**config.mk**
```make
export PLATFORM = sky130hd
export DESIGN_NAME = icache_dm
export DESIGN_NICKNAME = d
export VERILOG_FILES = /design/src/rtl/icache_dm.sv
export SDC_FILE = /design/constraint.sdc
export NUM_CORES = 1
export LEC_CHECK = 0
export CAP_MARGIN = 5
export CORE_ASPECT_RATIO = 1.2
export CORE_MARGIN = 5
export CORE_UTILIZATION = 48
export DETAILED_ROUTE_END_ITERATION = 6
export GPL_TIMING_DRIVEN = 0
export MAX_ROUTING_LAYER = met4
export PLACE_DENSITY_LB_ADDON = 0.1
export SLEW_MARGIN = 30
export SYNTH_ARGS = -nofsm -noshare
export SYNTH_HDL_FRONTEND = slang
export SYNTH_SLANG_ARGS = --single-unit
```
**constraint.sdc**
```tcl
create_clock -name CLK -period 10.7 [get_ports CLK]
set_input_delay 3.21 -clock CLK [delete_from_list [all_inputs] [get_ports CLK]]
set_output_delay 3.21 -clock CLK [all_outputs]
set_load 0.02 [all_outputs]
```
**src/rtl/icache_dm.sv**
```systemverilog
// icache_dm: direct-mapped, read-only instruction cache, one 32-bit word per line.
// Define ICACHE_STATS_EN to add saturating hit_cnt / miss_cnt outputs.
module icache_dm #(
    parameter  int SETS = 16,
    localparam int IDXW = $clog2(SETS)
) (
    input  logic        CLK,
    input  logic        nRST,
    input  logic        imemREN,
    input  logic [31:0] imemaddr,
    output logic        ihit,
    output logic [31:0] imemload,
    output logic        iREN,
    output logic [31:0] iaddr,
    input  logic        iwait,
    input  logic [31:0] iload,
    input  logic        flush
`ifdef ICACHE_STATS_EN
    ,
    output logic [31:0] hit_cnt,
    output logic [31:0] miss_cnt
`endif
);

    localparam int TAGW = 30 - IDXW;

    typedef enum logic {
        IDLE  = 1'b0,
        FETCH = 1'b1
    } state_t;

    state_t            r_state;
    logic [31:0]       r_miss_addr;
    logic [SETS-1:0]   r_valid;
    logic [TAGW-1:0]   r_tag  [SETS];
    logic [31:0]       r_data [SETS];

    logic [IDXW-1:0]   w_idx;
    logic [IDXW-1:0]   w_fill_idx;
    logic [TAGW-1:0]   w_tag;
    logic [TAGW-1:0]   w_fill_tag;
    logic              w_lookup;
    logic              w_miss;
    logic              w_fill_done;
    logic              w_unused;

    assign w_idx       = imemaddr[IDXW+1:2];
    assign w_tag       = imemaddr[31:IDXW+2];
    assign w_fill_idx  = r_miss_addr[IDXW+1:2];
    assign w_fill_tag  = r_miss_addr[31:IDXW+2];
    assign w_unused    = ^imemaddr[1:0];

    assign w_lookup    = imemREN & r_valid[w_idx] & (r_tag[w_idx] == w_tag);
    assign w_miss      = (r_state == IDLE) & imemREN & ~w_lookup & ~flush;
    assign w_fill_done = (r_state == FETCH) & ~iwait;

    // NOTE: every output gets a default first so no path through this block infers a latch.
    always_comb begin
        ihit     = 1'b0;
        imemload = '0;
        iREN     = 1'b0;
        iaddr    = '0;
        if (r_state == IDLE) begin
            ihit = w_lookup & ~flush;
            if (ihit) imemload = r_data[w_idx];
        end else begin
            iREN  = 1'b1;
            iaddr = r_miss_addr;
        end
    end

    // NOTE: sequential state uses non-blocking assignments; the later r_valid write
    // (fill) overrides the flush clear on the same edge, which is the intended priority.
    always_ff @(posedge CLK or negedge nRST) begin
        if (!nRST) begin
            r_state     <= IDLE;
            r_miss_addr <= '0;
            r_valid     <= '0;
        end else begin
            if (flush) r_valid <= '0;
            case (r_state)
                IDLE: begin
                    if (w_miss) begin
                        r_miss_addr <= {imemaddr[31:2], 2'b00};
                        r_state     <= FETCH;
                    end
                end
                FETCH: begin
                    if (!iwait) begin
                        r_valid[w_fill_idx] <= 1'b1;
                        r_state             <= IDLE;
                    end
                end
                default: r_state <= IDLE;
            endcase
        end
    end

    // NOTE: tag/data arrays are cleared on reset so the cache powers up in a known state;
    // the valid bits alone would suffice for correctness.
    always_ff @(posedge CLK or negedge nRST) begin
        if (!nRST) begin
            for (int i = 0; i < SETS; i++) begin
                r_tag[i]  <= '0;
                r_data[i] <= '0;
            end
        end else if (w_fill_done) begin
            r_tag[w_fill_idx]  <= w_fill_tag;
            r_data[w_fill_idx] <= iload;
        end
    end

`ifdef ICACHE_STATS_EN
    logic [31:0] r_hit_cnt;
    logic [31:0] r_miss_cnt;

    // Counters saturate and survive flush; only reset clears them.
    always_ff @(posedge CLK or negedge nRST) begin
        if (!nRST) begin
            r_hit_cnt  <= '0;
            r_miss_cnt <= '0;
        end else begin
            if (ihit && (r_hit_cnt != 32'hFFFF_FFFF))   r_hit_cnt  <= r_hit_cnt + 32'd1;
            if (w_miss && (r_miss_cnt != 32'hFFFF_FFFF)) r_miss_cnt <= r_miss_cnt + 32'd1;
        end
    end

    assign hit_cnt  = r_hit_cnt;
    assign miss_cnt = r_miss_cnt;
`endif

endmodule

```
**After elaboration in Yosys (flattened, before gate mapping)**

Cells that the tools add are included.
Widths: inputs -> output; s select.

- Bitwise gates (word level): 14
- Reduce and logical (&&, ||, !) cells: 3
- Multiplexer cells: 27
- Equality and inequality tests: 1
- Magnitude comparators: 6

Operators with widths:

| kind | count |
|---|---|
| $bwmux 512 | 1 |
| $bwmux 416 | 1 |
| $mux 32 | 6 |
| $bmux 32 s4 | 1 |
| $demux 32 s4 | 1 |
| $bmux 26 s4 | 1 |
| $demux 26 s4 | 1 |
| $mux 26 | 3 |
| $mux 16 | 3 |
| $eq 26x26->1 | 1 |
| $or 16x16->16 | 1 |
| $ge 5x5->1 const B | 2 |
| $lt 4x5->1 const B | 2 |
| $not 4->5 | 2 |
| $and 1x1->1 | 7 |
| $mux 1 | 6 |
| $lt 5x1->1 const B | 1 |
| $bmux 1 s4 | 1 |
| $demux 1 s4 | 1 |
| $ge 4x1->1 const B | 1 |
| $not 1->1 | 4 |
| $logic_and 1x1->1 | 2 |
| $pmux 1 s2 | 1 |
| $reduce_and 2->1 | 1 |

- Output and inout bits: 66
- Register bits: 975
- Input bits: 69
- Logic and storage cells: 86

**Logic depth before layout (Yosys ltp)**

Gate-level depths: netlist of run 1.

- Depth after elaboration: 11
- Mapped depth: 13
- Depth with buffers taken out: 8

**Least setup slack after synthesis of run 1**

Ideal clock, no wire load.

- Kind: input -> output
- Start point: input port imemaddr[2]
- End point: output port imemload[10]
- Data required time: 7.490 ns
- Buffers on the path: 4
- Path slack: 1.565 ns
- Stages: 11
- Arrival time: 5.925 ns
- Cell sequence: buf_6 buf_6 buf_2 mux4_2 a221oi_1 xor2_1 o2111ai_1 nor4_2 nand4_1 buf_2 nor2b_1

- Word-level cells in the longest chain between the ends: 9

Ends and longest elaborated chain:

| item | line | text |
|---|---|---|
| start: declaration | 10 | `input logic [31:0] imemaddr,` |
| $not 4->5 (implied by the code) | 53, 65 |  |
| $bmux 26 s4 | 53 | `assign w_lookup = imemREN & r_valid[w_idx] & (r_tag[w_idx] == w_tag);` |
| $mux 26 (implied by the code) (2 in series) | 53 |  |
| $eq 26x26->1 | 53 |  |
| $and 1x1->1 | 53 |  |
| $and 1x1->1 | 64 | `ihit = w_lookup & ~flush;` |
| $mux 32 * | 65 | `if (ihit) imemload = r_data[w_idx];` |
| $mux 32 * | 63 | `if (r_state == IDLE) begin` |
| end: declaration | 12 | `output logic [31:0] imemload,` |

Mark *: on every way between the ends. The rest lies on a longest branch, timed or not. The select of a mux whose other input is x is not followed.

**Worst setup path in the final report of run 1**

- Start point: input port imemaddr[3]
- End point: output port imemload[11]

Same word-level chain as after synthesis.

==> flow_summary.toml, run 1 <==
[status]
outcome = "finished clean"

[floorplan]
die_w_um = 288
initial_utilization_pct = 48.3
die_area_um2 = 99000
pin_count = 135
rows = 122
dieHeight_um = 344
fp.coreArea_um2 = 92200

[clocking]
holdBufCountCts = 0
tritoncts = "done"
path_clk_slew_ns = 0.06
cts_bufs_inserted = 101
worstSkewPairLatency_ns = 0.68
cts_buffer_depth = 3
root_driver = "sky130_fd_sc_hd__clkbuf_16"
clock_sink_count = 975
cts.htree.levels = 3

[finish]
nets = 3106
area_delta_synth_final_pct = 14.8
fillCellCount = 7422
layout.core_utilization_pct = 55.5
drive_above_1_share_pct = 48.0

[placed_design]
dp_hpwl_mm = 86.0
globalplace.congestion = 0.888
port_buffers = 125
dpl_worst_slack_ns = -0.773

[worst_setup_path]
cp-startpoint = "imemaddr[3]"
critPathLaunchType = "input port"
type_of_element_capturing_the_critical_path = "primary output"
timing.critical_path.arrival_ns = 7.33
worst-setup-path-type = "input port to primary output"
worst_r2r_startpoint = "r_state"
maximum_fanout_encountered_on_the_critical_timing_path = 10
required_ns = 7.49

[timing]
timing.hold.ws_ns = 0.489
worst_slew_pin_slew_ns = 1.09
fmax_mhz = 94.9
slew_headroom_pct = 27.1
period_share_pct = 98.5
rsz_0062_raised_after_global_routing = "false"
timing_max_transition_violations_final = 0
clock_skew_ns = 0.0284
hold_violations = 0
post-route-min-period_ns = 10.54
final.setup.worst_slack_ns = 0.160
setup_viol = 0

[synth]
asyncSetResetFlopFracSynth_pct = 100
postSynthRegisterBits = 975
yosysSeqAreaShare_pct = 54.8
distinct_cell_type_count_of_the_synthesized_netlist = 56
netlist_area_um2 = 44500
ys_dominant_reg_cell = "sky130_fd_sc_hd__dfrtp_1"
synth.avg_cell_area_um2 = 15.9
synth.yosys.warnings = 0
syn_inst = 2795
synth_enable_flop_cells = 0

[grt]
first_global_vias = 28653
global_route.usage.total_pct = 26.9
first_pass_grt_wire_length_mm = 191
grt_start_max_net_pins = 140
grt-ovfl-total = 0
grt_antenna_before_repair = 4

[flow_run]
max_cap_violations = 0

[drt]
route.vias.total = 26036
dr.first_iter.drc_count = 1434
antenna_violating_nets_post_route = 0
post_drt_via_cell_ratio = 5.97
drt-pass1-iter-count = 5
drt-total-wl_mm = 128
detail_route.wl_per_cell_um = 29.5
drc = 0

[worst_hold_path]
min-delay-path-class = "register to register"
hp-start = "r_valid[14]"

[power]
leakagePower_nw = 23.5
worst_ir_drop_vdd_mv = 0.155
power.density_cell_area_nw_per_um2 = 244
[logic make-up (layout without fill, tap and decap cells)]
kind of cell,count (synthesis),count (layout),share of synthesized area (%)
buffers and inverters,261,580,2.57
xor gates and xnor gates,31,31,0.610
other,1,6,0.00842
and+or+nand+nor,153,153,2.04
muxes,1284,1284,38.5
DFF,975,975,54.8
AOI/OAI and AO/OA,90,90,1.48
[cells in the mapped netlist, drive strengths merged (2+ instances only)]
| master | count | area, µm² |
|---|---|---|
| a21o | 7 | 60.1 |
| buf | 140 | 689 |
| a2111oi | 2 | 23.8 |
| a22oi | 8 | 60.1 |
| o22ai | 12 | 75.1 |
| nor3 | 8 | 40.0 |
| mux2i | 68 | 681 |
| o21a | 2 | 15.0 |
| nor2 | 11 | 41.3 |
| or2 | 2 | 12.5 |
| and2 | 35 | 219 |
| mux4 | 238 | 5360 |
| mux2 | 978 | 11100 |
| a221oi | 11 | 96.3 |
| o2111ai | 4 | 35.0 |
| nand2 | 20 | 75.1 |
| o22a | 2 | 17.5 |
| a21oi | 10 | 50.1 |
| nand4 | 3 | 18.8 |
| and3b | 2 | 17.5 |
| dfrtp | 975 | 24400 |
| a221o | 3 | 30.0 |
| nor4 | 4 | 37.5 |
| or4 | 2 | 18.8 |
| nor2b | 45 | 282 |
| nor3b | 3 | 22.5 |
| clkbuf | 108 | 405 |
| and3 | 10 | 62.6 |
| inv | 12 | 45.0 |
| xnor2 | 17 | 149 |
| xor2 | 14 | 123 |
| o21ai | 15 | 75.1 |
| nand2b | 4 | 25.0 |
| a22o | 7 | 61.3 |
[power by group]
| group | total [mW] | internal [mW] | switching [mW] |
|---|---|---|---|
| Clock | 3.57 | 2.09 | 1.48 |
| Combinational | 2.99 | 1.90 | 1.08 |
| Sequential | 5.93 | 5.15 | 0.776 |
[sequential cells by signal, summed over array words and instances (netlist names)]
signal,cells
r_data,512
r_miss_addr,30
r_state,1
r_tag,416
r_valid,16
[stage by stage]
| stage | TNS [ns] | total power, mW | area (µm²) | instances |
|---|---|---|---|---|
| after floorplan | 0 | 8.00 | 44500 | 2796 |
| after global placement | - | 8.77 | 47400 | 4161 |
| after detailed placement | -20.60 | 8.97 | 47600 | 4170 |
| after CTS | 0 | 12.6 | 51000 | 4350 |
| after global routing | 0 | 13.1 | 51100 | 4359 |
| final | 0 | 12.5 | 51100 | 4359 |
[path summary, 6_finish.rpt]
check	to	slack, ns	depth (start not counted)
setup / recovery	imemload[11]	0.16	15
hold / removal	r_valid[14]	0.49	1
setup reg to reg	r_tag[227]	6.48	7
hold reg to reg	r_valid[14]	0.49	1
max in group asynchronous	r_tag[236]	6.01	4
min in group asynchronous	r_data[138]	2.46	1
[worst max-delay path: stages]
cell	delay, ns
sky130_fd_sc_hd__buf_2	0.22
sky130_fd_sc_hd__buf_2	0.41
sky130_fd_sc_hd__clkbuf_4	0.38
sky130_fd_sc_hd__buf_2	0.38
sky130_fd_sc_hd__mux4_2	0.38
sky130_fd_sc_hd__mux2i_1	0.38
sky130_fd_sc_hd__nor4_1	0.12
sky130_fd_sc_hd__a31oi_1	0.34
sky130_fd_sc_hd__nor2_1	0.10
sky130_fd_sc_hd__nand4_1	0.11
sky130_fd_sc_hd__buf_4	0.20
sky130_fd_sc_hd__buf_6	0.17
sky130_fd_sc_hd__buf_2	0.26
sky130_fd_sc_hd__nor2b_1	0.08
sky130_fd_sc_hd__clkdlybuf4s50_1	0.56
[metal layers]
layer  track usage [%]  vias up  wire length, µm
met3              3.84      225             5900
met4              8.50        0             4430
li1                  -    10866                -
met5                 -        -                0
met1              34.5    14220            52700
met2              44.8      725            65400
[cell type report]
type / instances / area [µm²] / area share [%]
antenna: 4 / 10.0 / 0.0196
buffer: 247 / 1210 / 2.37
clock buffer: 150 / 2990 / 5.84
clock inverter: 31 / 364 / 0.712
inverter: 13 / 48.8 / 0.0954
multi-input combinational: 1560 / 19000 / 37.2
sequential: 975 / 24400 / 47.7
tap: 1240 / 1550 / 3.03
timing repair buffer: 139 / 1530 / 3.00
[what timing repair did]
action	in CTS	in global routing
hold endpoints to repair	0	0
endpoints found under the setup margin	33	31
resized for setup	28	15
buffers inserted	0	1
pin swaps	0	1
[cells in the final DEF, fill, tap and decap left out, types with 4 or more instances in the layout]
master,Yosys,routed
sky130_fd_sc_hd__dfrtp_1,975,975
sky130_fd_sc_hd__mux2_2,949,949
sky130_fd_sc_hd__mux4_2,238,238
sky130_fd_sc_hd__clkdlybuf4s50_1,0,124
sky130_fd_sc_hd__clkbuf_1,108,114
sky130_fd_sc_hd__clkbuf_16,0,104
sky130_fd_sc_hd__mux2i_1,68,68
sky130_fd_sc_hd__buf_1,88,63
sky130_fd_sc_hd__nor2b_1,45,44
sky130_fd_sc_hd__and2_1,35,35
sky130_fd_sc_hd__buf_2,35,33
sky130_fd_sc_hd__mux2_4,29,29
sky130_fd_sc_hd__clkbuf_2,0,24
sky130_fd_sc_hd__clkbuf_8,0,23
sky130_fd_sc_hd__nand2_1,20,20
sky130_fd_sc_hd__buf_4,9,20
sky130_fd_sc_hd__clkinv_2,0,16
sky130_fd_sc_hd__xnor2_1,17,15
sky130_fd_sc_hd__o21ai_0,15,14
sky130_fd_sc_hd__xor2_1,14,14
sky130_fd_sc_hd__inv_1,12,12
sky130_fd_sc_hd__o22ai_1,12,12
sky130_fd_sc_hd__nor2_1,11,11
sky130_fd_sc_hd__a221oi_1,11,11
sky130_fd_sc_hd__and3_1,10,10
sky130_fd_sc_hd__a21oi_1,10,10
sky130_fd_sc_hd__clkbuf_4,0,9
sky130_fd_sc_hd__buf_6,5,9
sky130_fd_sc_hd__nor3_1,8,8
sky130_fd_sc_hd__a22oi_1,8,8
sky130_fd_sc_hd__buf_16,0,8
sky130_fd_sc_hd__a22o_1,7,7
sky130_fd_sc_hd__bufinv_16,0,7
sky130_fd_sc_hd__a21o_1,6,6
sky130_fd_sc_hd__diode_2,0,4
sky130_fd_sc_hd__o2111ai_1,4,4
sky130_fd_sc_hd__nand2b_1,4,4
(Power assumes the default switching activity.)
==> run 2: changes to the inputs <==
- REMOVE_ABC_BUFFERS: not set -> 1
==> flow_summary.toml, run 2 (synthesis results as in run 1) <==
[status]
outcome = "finished clean"

[power]
clock_power_share_pct = 28.6
power.switching_mw = 3.20
power.share.switching_pct = 25.9
pwr-share-seq_pct = 48.3
leakagePower_nw = 23.9
worst_ir_drop_vdd_mv = 0.125
power_frac_comb_pct = 23.1
power.density_cell_area_nw_per_um2 = 240
internal_power_mw = 9.15

[timing]
final.setup.worst_slack_ns = 0.188
post-route-min-period_ns = 10.51
timing_max_transition_violations_final = 0
rsz_0062_raised_after_global_routing = "false"
worst_slew_pin_slew_ns = 0.802
hold_violations = 0
fmax_mhz = 95.1
clock_skew_ns = 0.0219
slew_headroom_pct = 46.6
period_share_pct = 98.2
setup_viol = 0

[floorplan]
die_area_um2 = 99000
dieHeight_um = 344
pin_count = 135
rows = 122
die_w_um = 288
initial_utilization_pct = 48.3
fp.coreArea_um2 = 92200

[drt]
route.vias.total = 24954
detailroute.wirelength.met2_mm = 58.3
post_drt_via_cell_ratio = 5.99
antenna_violating_nets_post_route = 0
drt-total-wl_mm = 116
dr.first_iter.drc_count = 1438
drt-pass1-iter-count = 4
drc = 0
detail_route.wl_per_cell_um = 27.9
met3RoutedLength_mm = 4.45
detail_route.wirelength.met1_mm = 51.2
route.top_layer_used = "met4"

[finish]
mostFrequentLayoutCell = "sky130_fd_sc_hd__dfrtp_1"
design_area_um2 = 51600
number_of_flip_flops_in_the_largest_register = 512
layout_top_registers = "r_data (512), r_tag (416), r_miss_addr (30)"
largest_register = "r_data"
most-common-layout-cells = "974 x sky130_fd_sc_hd__dfrtp_1, 949 x sky130_fd_sc_hd__mux2_2, 238 x sky130_fd_sc_hd__mux4_2"
nets = 2920
stdcell_count = 4163
area_delta_synth_final_pct = 15.7
drive_above_1_share_pct = 50.5

[worst_setup_path]
reg2reg_slack_ns = 6.97
timing.critical_path.slowest_cell_delay_ns = 0.68
timing.critical_path.arrival_ns = 7.30
cp-startpoint = "imemaddr[2]"
timing.critical_path.buf_inv = 6
crit_path_frequent_cell = "sky130_fd_sc_hd__buf_16"
worst-setup-path-type = "input port to primary output"
critPathLaunchType = "input port"
r2r.worst_path.cells = 8
critical_path.endpoint = "imemload[5]"
worst_r2r_startpoint = "r_tag[314]"
cpMaxStageDelayCell = "sky130_fd_sc_hd__clkdlybuf4s50_1"
type_of_element_capturing_the_critical_path = "primary output"
worstPathCellList = "buf_16 > buf_16 > buf_16 > mux4_2 > xor2_1 > or4_4 > a2111oi_4 > a31oi_2 > nor2_1 > nand4_1 > buf_6 > buf_8 > nor2b_1 > clkdlybuf4s50_1"
critical_path_depth = 14
maximum_fanout_encountered_on_the_critical_timing_path = 18
path_delay_family = "buffers and inverters"
required_ns = 7.49
reg2reg_to = "r_miss_addr[31]"

[placed_design]
dp_cells = 3976
port_buffers = 130
dp_hpwl_mm = 67.5
globalplace.congestion = 0.742
dpl_worst_slack_ns = -0.661
placement.cell_area_um2 = 47800

[clocking]
path_clk_slew_ns = 0.06
clock_sink_count = 975
root_driver = "sky130_fd_sc_hd__clkbuf_16"
cts.htree.levels = 3
cts_buffer_depth = 3
tritoncts = "done"
worstSkewPairLatency_ns = 0.66
cts_bufs_inserted = 101

[grt]
grt_start_max_net_pins = 142
global_route.usage.total_pct = 24.6
first_pass_grt_wire_length_mm = 179
grt_antenna_before_repair = 6
grt-ovfl-total = 0
first_global_vias = 27958

[worst_hold_path]
min-delay-path-class = "register to register"

[flow_run]
max_cap_violations = 0
==> run 2: through the flow <==
step	hold WS [ns]	total power, mW	setup TNS, ns	util, %
2_1_floorplan	0.445	7.92	0	-
3_3_place_gp	0.457	8.76	-	50.2
3_5_place_dp	0.468	8.87	-12.91	51.9
4_1_cts	0.482	12.5	0	55.8
5_1_grt	0.509	13.0	0	55.9
6_report	0.484	12.3	0	55.9
==> run 2: layer usage <==
layer	GRT usage, %	vias up
met5	-	-
li1	-	10475
met1	33.5	13842
met4	5.42	0
met2	40.1	492
met3	3.32	145
==> run 2: worst min path at each step <==
stage / from / end / slack (ns) / depth (start not counted)
global route: r_valid[13] / r_valid[13] / 0.51 / 1
detailed placement: r_valid[12] / r_valid[12] / 0.47 / 1
global placement: r_valid[11] / r_valid[11] / 0.46 / 1
floorplan: r_valid[7] / r_valid[7] / 0.44 / 1
finish: r_valid[12] / r_valid[12] / 0.48 / 1
CTS: r_valid[12] / r_valid[12] / 0.48 / 1
==> run 2: timing repair <==
item                                    CTS  global route
hold buffers                              0             0
cloned                                    9             2
pin swaps                                 1             1
buffers inserted                          0             1
endpoints found under the setup margin   33             8
gates resized for setup                  17             7
==> run 2: final cells by class <==
cell class                 instances  area (µm²)
fill                            7265       40600
sequential                       975       24400
multi-input combinational       1560       19100
timing repair buffer             200        3070
clock buffer                     142        2940
tap                             1240        1550
clock inverter                    28         373
inverter                          13        53.8
antenna                            5        12.5
==> run 2: power by group through the flow <==
stage               Clock, mW  Combinational [mW]  Sequential, mW
detailed placement          0                2.86            6.01
floorplan                   0                2.23            5.69
finish                   3.53                2.85            5.96
global placement            0                2.82            5.94
global route             3.76                3.10            6.13
CTS                      3.62                2.89            5.95
==> run 3: changes to the inputs <==
- clock period: 10.7 -> 9.3 ns (I/O delays scaled with it)
==> flow_summary.toml, run 3 (synthesis results as in run 1) <==
[power]
worst_ir_drop_vdd_mv = 0.144
power.density_cell_area_nw_per_um2 = 274
leakagePower_nw = 24.3

[timing]
post-route-min-period_ns = 9.18
final.setup.worst_slack_ns = 0.120
clock_skew_ns = 0.0207
timing_max_transition_violations_final = 0
slew_headroom_pct = 46.6
fmax_mhz = 109
worst_slew_pin_slew_ns = 0.802
hold_violations = 0
timing.hold.ws_ns = 0.483
period_share_pct = 98.7
setup_viol = 0
rsz_0062_raised_after_global_routing = "false"

[worst_setup_path]
worst-setup-path-type = "input port to primary output"
timing.critical_path.arrival_ns = 6.39
reg2reg_slack_ns = 5.56
maximum_fanout_encountered_on_the_critical_timing_path = 10
critPathLaunchType = "input port"
required_ns = 6.51
worst_r2r_startpoint = "r_tag[314]"
type_of_element_capturing_the_critical_path = "primary output"
timing.critical_path.slowest_cell_delay_ns = 0.52
reg2reg_to = "r_miss_addr[31]"
worstPathCellList = "buf_16 > buf_16 > buf_16 > mux4_2 > a22o_1 > a221oi_2 > xor2_1 > o2111ai_2 > nor4_4 > nand4_1 > buf_6 > buf_8 > buf_8 > buf_4 > nor2b_1 > clkdlybuf4s15_2"
r2r.worst_path.cells = 8
crit_path_frequent_cell = "sky130_fd_sc_hd__buf_16"
cpMaxStageDelayCell = "sky130_fd_sc_hd__mux4_2"

[drt]
drt-total-wl_mm = 118
antenna_violating_nets_post_route = 0
route.vias.total = 25131
drt-pass1-iter-count = 5
detail_route.wl_per_cell_um = 28.2
post_drt_via_cell_ratio = 5.99
dr.first_iter.drc_count = 1531
drc = 0

[floorplan]
dieHeight_um = 344
initial_utilization_pct = 48.3
rows = 122
die_w_um = 288
fp.coreArea_um2 = 92200
die_area_um2 = 99000
pin_count = 135

[placed_design]
dpl_worst_slack_ns = -1.22
globalplace.congestion = 0.742
placement.cell_area_um2 = 47800
dp_hpwl_mm = 67.5
port_buffers = 130

[status]
outcome = "finished clean"

[clocking]
root_driver = "sky130_fd_sc_hd__clkbuf_16"
clock_sink_count = 975
worstSkewPairLatency_ns = 0.66
cts_buffer_depth = 3
holdBufCountCts = 0
path_clk_slew_ns = 0.06
cts_bufs_inserted = 101
cts.htree.levels = 3
tritoncts = "done"

[finish]
area_delta_synth_final_pct = 17.0
design_area_um2 = 52100
number_of_flip_flops_in_the_largest_register = 512
drive_above_1_share_pct = 51.8
most-common-layout-cells = "974 x sky130_fd_sc_hd__dfrtp_1, 949 x sky130_fd_sc_hd__mux2_2, 238 x sky130_fd_sc_hd__mux4_2"
mostFrequentLayoutCell = "sky130_fd_sc_hd__dfrtp_1"
layout.core_utilization_pct = 56.5
largest_register = "r_data"
layout_top_registers = "r_data (512), r_tag (416), r_miss_addr (30)"
nets = 2951
fillCellCount = 7212

[worst_hold_path]
worstHoldPathCells = 1
hold_end = "r_valid[12]"
hp-start = "r_valid[12]"
min-delay-path-class = "register to register"

[grt]
grt_start_max_net_pins = 142
first_pass_grt_wire_length_mm = 182
global_route.usage.total_pct = 25.0
grt-ovfl-total = 0
grt_antenna_before_repair = 6
first_global_vias = 28106

[flow_run]
max_cap_violations = 0
run 3: changes by cell type in the layout (fill, tap and decap cells not counted), moves of 6 or more:
| cell | before | now |
|---|---|---|
| sky130_fd_sc_hd__clkdlybuf4s50_1 | 110 | 96 |
| sky130_fd_sc_hd__buf_12 | 20 | 26 |
| sky130_fd_sc_hd__clkbuf_2 | 0 | 7 |
| sky130_fd_sc_hd__bufbuf_16 | 9 | 17 |
| sky130_fd_sc_hd__buf_4 | 4 | 23 |
| sky130_fd_sc_hd__dlymetal6s2s_1 | 4 | 10 |
run 3: worst max-delay path: cells and delay by family:
kind	cells	cell delay, ns
buffers and inverters	8	1.35
muxes	1	0.52
and+or+nand+nor	3	0.68
xor gates and xnor gates	1	0.24
AOI/OAI and AO/OA	3	0.75
run 3: how the worst max path moves through the flow:
stage | start | end | slack, ns | cells after the start
after floorplan | imemaddr[5] | imemload[0] | -0.03 | 8
after global placement | nRST | r_data[273] | -35.41 | 1
after CTS | imemaddr[2] | imemload[8] | 0.0003 | 14
final | imemaddr[2] | imemload[10] | 0.12 | 16
after detailed placement | imemaddr[4] | imemload[15] | -1.22 | 15
after global routing | imemaddr[3] | ihit | 0.03 | 17
run 3: report_power, final:
part	internal (mW)	switching [mW]	leakage (nW)
clock	2.41	1.66	1.64
combinational	2.23	1.10	9.83
sequential	5.92	0.940	12.8
total	10.6	3.70	24.3
run 3: per-layer routing:
layer / vias to the layer above / share of wire, % / track usage [%]
li1: 10554 / - / -
met1: 13899 / 44 / 34.2
met2: 506 / 50 / 40.6
met3: 172 / 3.8 / 3.17
met4: 0 / 2.2 / 5.91
met5: - / 0 / -
run 3: layout make-up:
class / instances / area (µm²) / area share, %
Tap cell: 1240 / 1550 / 2.98
Multi-Input combinational cell: 1560 / 19200 / 36.9
Clock buffer: 142 / 2940 / 5.65
Antenna cell: 5 / 12.5 / 0.0240
Clock inverter: 28 / 373 / 0.716
Sequential cell: 975 / 24400 / 46.8
Timing Repair Buffer: 231 / 3530 / 6.78
Inverter: 13 / 53.8 / 0.103
run 3: stage by stage:
step	power, mW	TNS, ns	cells
2_1_floorplan	9.12	-0.947	2548
3_3_place_gp	10.1	-	3918
6_report	14.3	0	4194
3_5_place_dp	10.2	-31.39	3976
4_1_cts	14.4	0	4178
5_1_grt	15.0	0	4193
run 3: what timing repair did:
action,4_1_cts,5_1_grt
buffers inserted,15,10
gates resized for setup,42,32
endpoints found under the setup margin,33,26
gates cloned,17,1
pin swaps,4,7
